--- config.mk ---
export PLATFORM = sky130hd
export DESIGN_NAME = serial_add
export DESIGN_NICKNAME = d
export VERILOG_FILES = /design/src/rtl/full_add.sv /design/src/rtl/serial_add.sv
export SDC_FILE = /design/constraint.sdc
export NUM_CORES = 1
export LEC_CHECK = 0
export ABC_AREA = 0
export BUFFER_PORTS_ARGS = -buffer_cell sky130_fd_sc_hd__buf_2
export CAP_MARGIN = 20
export CORE_MARGIN = 1
export CORE_UTILIZATION = 49
export DETAILED_ROUTE_END_ITERATION = 8
export PLACE_DENSITY = 0.75
export REMOVE_ABC_BUFFERS = 1
export SYNTH_ARGS = -nofsm -noshare
export SYNTH_HDL_FRONTEND = slang
export SYNTH_SLANG_ARGS = --single-unit
--- constraint.sdc ---
create_clock -name clk -period 1.72 [get_ports clk]
set_clock_uncertainty 0.2 [all_clocks]
set_input_delay 0.172 -clock clk [delete_from_list [all_inputs] [get_ports clk]]
set_output_delay 0.172 -clock clk [all_outputs]
set_load 0.02 [all_outputs]
--- src/rtl/full_add.sv ---
// rtl/full_add.sv - one-bit full adder, the only arithmetic in serial_add
module full_add (
  input  logic a,
  input  logic b,
  input  logic cin,
  output logic s,
  output logic cout
);

  // sum and majority carry of three input bits
  assign s    = a ^ b ^ cin;
  assign cout = (a & b) | (a & cin) | (b & cin);

endmodule

--- src/rtl/serial_add.sv ---
// rtl/serial_add.sv - bit-serial N-bit adder, LSB first, one bit per clock
module serial_add #(
  parameter int N = 8
) (
  input  logic         clk,
  input  logic         rst,
  input  logic         in_valid,
  output logic         in_ready,
  input  logic [N-1:0] a,
  input  logic [N-1:0] b,
  input  logic         cin,
  output logic         out_valid,
  input  logic         out_ready,
  output logic [N-1:0] sum,
  output logic         cout,
  output logic         busy
);

  // counter needs at least one bit so that N=1 still has a legal vector
  localparam int CW = (N > 1) ? $clog2(N) : 1;
  localparam logic [CW-1:0] LAST = CW'(N - 1);

  typedef enum logic [1:0] {
    IDLE = 2'd0,
    RUN  = 2'd1,
    DONE = 2'd2
  } state_t;

  state_t        state;
  state_t        state_nx;
  logic [N-1:0]  a_sh;
  logic [N-1:0]  b_sh;
  logic [N-1:0]  sum_sh;
  logic [N-1:0]  sum_nx;
  logic          carry;
  logic [CW-1:0] cnt;
  logic [N-1:0]  sum_r;
  logic          cout_r;
  logic          fa_s;
  logic          fa_c;

  full_add u_fa (
    .a    (a_sh[0]),
    .b    (b_sh[0]),
    .cin  (carry),
    .s    (fa_s),
    .cout (fa_c)
  );

  // next value of the sum shifter: new bit enters at the MSB, so after N bits
  // the first (LSB) result bit has arrived at position 0
  always_comb begin
    sum_nx        = sum_sh >> 1;
    sum_nx[N-1]   = fa_s;
  end

  // next state and handshake outputs
  always_comb begin
    state_nx  = state;
    in_ready  = 1'b0;
    out_valid = 1'b0;
    busy      = 1'b0;
    case (state)
      IDLE: begin
        in_ready = 1'b1;
        if (in_valid) state_nx = RUN;
      end
      RUN: begin
        busy = 1'b1;
        if (cnt == LAST) state_nx = DONE;
      end
      DONE: begin
        busy      = 1'b1;
        out_valid = 1'b1;
        if (out_ready) state_nx = IDLE;
      end
      default: state_nx = IDLE;
    endcase
  end

  // state register
  always_ff @(posedge clk) begin
    if (rst) state <= IDLE;
    else     state <= state_nx;
  end

  // datapath: operand load, bit shifting, carry link and result capture
  always_ff @(posedge clk) begin
    if (rst) begin
      a_sh   <= '0;
      b_sh   <= '0;
      sum_sh <= '0;
      carry  <= 1'b0;
      cnt    <= '0;
      sum_r  <= '0;
      cout_r <= 1'b0;
    end else begin
      case (state)
        IDLE: begin
          if (in_valid) begin
            a_sh  <= a;
            b_sh  <= b;
            carry <= cin;
            cnt   <= '0;
          end
        end
        RUN: begin
          a_sh   <= a_sh >> 1;
          b_sh   <= b_sh >> 1;
          sum_sh <= sum_nx;
          carry  <= fa_c;
          cnt    <= cnt + CW'(1);
          // results are published only when the last bit completes
          if (cnt == LAST) begin
            sum_r  <= sum_nx;
            cout_r <= fa_c;
          end
        end
        default: ;
      endcase
    end
  end

  assign sum  = sum_r;
  assign cout = cout_r;

endmodule

After elaboration in Yosys (flattened, before gate mapping)
Index checks and enable logic that the tools add are counted.
{ "word_totals": {"register_bits": 39, "input_bits": 21, "output_inout_bits": 12, "word_cells": 43} }
{ "classes": {"n_addsub": 1, "n_eq_ne": 6, "mux": 15, "n_bitwise": 7, "reduce_logical": 6} }
{ "ops": {"columns": ["op", "count"], "rows": [
  ["$pmux 8 s2", 2],
  ["$mux 8", 2],
  ["$mux 2", 3],
  ["$ne 2x2->1 const B", 3],
  ["$pmux 2 s3", 1],
  ["$pmux 3 s2", 1],
  ["$mux 1", 4],
  ["$reduce_and 2->1", 2],
  ["$add 3x1->3 const B", 1],
  ["$and 1x1->1", 3],
  ["$eq 3x3->1 const B", 1],
  ["$mux 3", 1],
  ["$reduce_and 3->1", 1],
  ["$eq 2x1->1 const B", 1],
  ["$eq 2x2->1 const B", 1],
  ["$logic_not 2->1", 1],
  ["$or 1x1->1", 2],
  ["$pmux 1 s2", 1],
  ["$reduce_bool 2->1", 1],
  ["$reduce_or 2->1", 1],
  ["$xor 1x1->1", 2]
]} }

Depth between registers and ports, before layout
{ "depth": {"word_depth": 4, "depth_mapped": 7} }

Cells and area by module
Synthesis repeated with hierarchy kept, for this count alone.
{ "unflattened": {"hier_cells": 174, "area_unflattened_um2": 1755.4} }
{ "by_module_without_submodules": {"columns": ["mod", "n_inst", "cells_each", "area_each_um2", "seq_area_each_um2"], "rows": [
  ["serial_add", 1, 173, 1735.4, 760.7],
  ["full_add", 1, 1, 20.0, 0.0]
]} }

Worst setup path after synthesis
Ideal clock, no wire load.
{ "synth_timing": {"path_kind": "flip-flop to flip-flop", "from": "register state[0]", "to": "register b_sh[1]", "setup_ns": 0.126, "arrival_ns": 1.460, "required_ns": 1.394, "path_slack_ns": -0.067, "path_stages_with_launch": 8, "path_buffers": 2, "synth_period_minus_slack_ns": 1.787, "path_cell_list": "dfxtp_1 -> inv_1 -> ha_1 -> buf_6 -> mux2_4 -> buf_4 -> nor2_1 -> a211oi_2"} }
{ "synth_via": {"elab_chain_len": 3} }
{ "synth_rtl": {"columns": ["item", "line_no", "rtl"], "rows": [
  ["start, declared", "serial_add.sv:29", "state_t state;"],
  ["start signal, assigned", "serial_add.sv:84", "else state <= state_nx;"],
  ["$eq 2x1->1 / $logic_not 2->1 (equally long branches)", "serial_add.sv:98", "case (state)"],
  ["$reduce_bool 2->1 (no source line) / $ne 2x2->1 (equally long branches)", null, null],
  ["$reduce_and 2->1 (no source line)", null, null],
  ["end signal, assigned", "serial_add.sv:109", "b_sh <= b_sh >> 1;"],
  ["end, declared", "serial_add.sv:32", "logic [N-1:0] b_sh;"]
]} }
Several ways; a longest one is shown, not always the timed one.
A chain may end at the register's enable or synchronous reset.

Worst setup path after layout
{ "layout_timing": {"from": "register state[1]", "to": "output in_ready"} }
{ "layout_via": {"elab_chain_len": 2} }
{ "layout_rtl": {"columns": ["item", "line_no", "rtl"], "rows": [
  ["$logic_not 2->1", "serial_add.sv:63", "case (state)"],
  ["$mux 1", "serial_add.sv:63", null],
  ["end, declared", "serial_add.sv:8", "output logic in_ready,"]
]} }
No other way between the ends.

==> flow_metrics.tcl <==
set metrics [dict create \
    status "completed" \
    final_cell_mix "dfxtp_1 (36), buf_2 (32), mux2i_1 (24), nor2_1 (24), a211oi_2 (15)" \
    met3_usage_pct 6.21 \
    grt_pass1_wl_um 5820 \
    h-tree-depth 2 \
    fin_area_mm2 0.00217 \
    dr_total_vias 1405 \
    use_met2_pct 36.1 \
    busiest_layer "met2" \
    fin_nets 246 \
    r2r-end "a_sh[0]" \
    clkLatencyLatePin_ps 340 \
    drt_iter0_drc 48 \
    synth_warnings 0 \
    crit_chain "inv_1 > ha_4 > buf_4 > buf_2" \
    post-place-ws_ps -68.9 \
    hold_violations 0 \
    period_needed_ps 1700 \
    nFillCells 291 \
    drc 0 \
    syn-cell-area_mm2 0.00176 \
    dp_hpwl_um 2330 \
    routed_wirelength_um 3630 \
    antenna_found_initial 0 \
    cts_tree "yes" \
    worstPathRequired_ps 1350 \
    cellPowerDensity_mw_per_mm2 1150 \
    setup_ws_ps 19.1 \
    dr.pass1.iters 4 \
    avgRoutedWirePerCell_um 13.7 \
    avgSynthCellArea_um2 10.1 \
    hp-class "input pin to register" \
    final_max_slew_viol_count 0 \
    drive_gt1_share_pct 30.7 \
    setup_viol 0 \
    critical-path-max-stage-delay_ps 350 \
    crit_arrival_ps 1330 \
    critPathKind "register to primary output" \
    yosysSeqAreaShare_pct 43.3 \
    clk_root_buffer_cell "clkbuf_4" \
    viasPerCell 5.32 \
    final_antenna_net_count 0 \
    cap_violations 0 \
    die_h_um 61.9 \
    mostFrequentLayoutCell "dfxtp_1" \
    clkTransAtPathRegs_ps 110 \
    clock-sinks 38 \
    gp_congestion 0.685 \
    reg2reg_from "state[1]" \
    reg2reg_slack_ps 100 \
    start_kind "register" \
    die_w_um 61.9 \
    cts_made_buffers 5 \
    relSlewSlack_pct 67.8 \
    endpoint "in_ready" \
    area_growth_pct 23.5 \
    stdcell_count 264 \
    crit_fanout 7 \
    synthCells 174 \
    grt_pass1_vias 1356 \
    antennaDiodeCount 0 \
    die_area_mm2 0.00383 \
    rsz0062_at_grt "yes" \
    place_inst 244 \
    placedInstanceArea_mm2 0.00194 \
    io_pins 33 \
    rr_worst_depth 4 \
    portBuffers 32 \
    multi_input_area_um2 922 \
    regArea_um2 763 \
    met1_usage_pct 24.9 \
    start_util_pct 51.8 \
    grt_max_degree 28 \
    tightest_slew_ps 483 \
    ys_types 24 \
    clock_path_buffers 2 \
    num_rows 21 \
    post-route-period-util_pct 98.9 \
    coreArea_mm2 0.00339 \
    end_kind "primary output" \
    startpoint "state[1]" \
    track_usage_pct 21.1 \
    fmax_mhz 588 \
    postCtsSetupRepairBufs 0 \
    synth_seq_cells 38 \
    tns_ps 0 \
    vdd_drop_max_uv 536 \
    globalRoute.totalOverflow 0 \
    leakagePower_nw 0.868 \
    crit_slowest_cell "dfxtp_2" \
]
[critical path: cells and delay by family, from the launching register on]
| kind | cells | cell delay, ps |
|---|---|---|
| adder cells (fa/ha/maj) | 1 | 210 |
| buffers and inverters | 3 | 430 |
| flip-flops | 1 | 350 |
[repair_timing]
action / 4_1_cts / 5_1_grt
gates resized for setup: 4 / 5
setup endpoints to repair: 25 / 24
hold buffers: 10 / 3
cloned: 1 / 0
hold endpoints to repair: 10 / 3
[layout make-up]
type / count / share of cell area, %
timing repair buffer: 52 / 16.7
clock buffer: 6 / 2.37
multi-input combinational: 119 / 42.5
sequential: 38 / 35.2
inverter: 3 / 0.519
tap: 46 / 2.65
[metal layers]
layer / up-vias / routed length (um)
li1: 702 / -
met1: 665 / 1580
met2: 33 / 1850
met3: 5 / 149
met4: 0 / 46
met5: - / 0
[report_power, final]
group          total [mW]  switching, mW  internal [mW]
Combinational       0.957          0.514          0.443
Clock               0.458          0.274          0.184
Sequential           1.09         0.0832           1.00
[cells by family (layout without fill, tap and decap cells)]
family / count (synthesis) / in the layout / share of synthesized area [%]
DFF: 38 / 38 / 43.3
AOI/OAI and AO/OA: 34 / 34 / 17.5
adders and majority gates: 6 / 6 / 4.70
buffers and inverters: 18 / 61 / 6.56
muxes: 25 / 26 / 14.5
and+or+nand+nor: 53 / 53 / 13.3
[stage by stage]
stage	total power [mW]	util [%]	hold slack (ps)
2_1_floorplan	1.73	-	36.6
3_3_place_gp	1.90	57.1	242
3_5_place_dp	1.95	57.1	251
4_1_cts	2.47	62.3	0.0379
5_1_grt	2.66	64.0	2.25
6_report	2.50	64.0	8.66
[sequential cells by signal, summed over array words and instances (netlist names)]
register,flops
a_sh,8
b_sh,8
sum,8
sum_sh,7
cnt,3
state,2
carry,1
cout,1
[synth_stat cells]
library cell	n	area share [%]
a211oi_2	15	11
a21oi_1	10	2.9
a311oi_1	1	0.50
a31oi_1	3	1.1
a32oi_1	2	1.0
buf_2	4	1.1
buf_4	3	1.3
buf_6	4	2.6
clkbuf_1	3	0.64
clkbuf_2	1	0.28
dfxtp_1	38	43
fa_1	1	1.1
ha_1	5	3.6
inv_1	3	0.64
mux2_4	1	0.86
mux2i_1	24	14
nand2_1	11	2.4
nand2b_1	6	2.1
nand3_1	9	2.6
nand3b_1	1	0.43
nor2_1	24	5.1
nor2b_1	2	0.71
o211ai_1	1	0.43
o32ai_1	2	1.0
[worst min-delay path by stage]
stage / cells past startpoint / slack, ps / endpoint / from
after floorplan: 1 / 40 / a_sh[0] / rst
after global placement: 2 / 240 / sum[4] / sum[4]
after detailed placement: 2 / 250 / sum[7] / sum[7]
after CTS: 3 / 0.04 / a_sh[0] / a[0]
after global routing: 3 / 2 / b_sh[0] / b[0]
final: 3 / 9 / a_sh[0] / a[0]
Note: power is estimated with default switching activity, not from simulation.
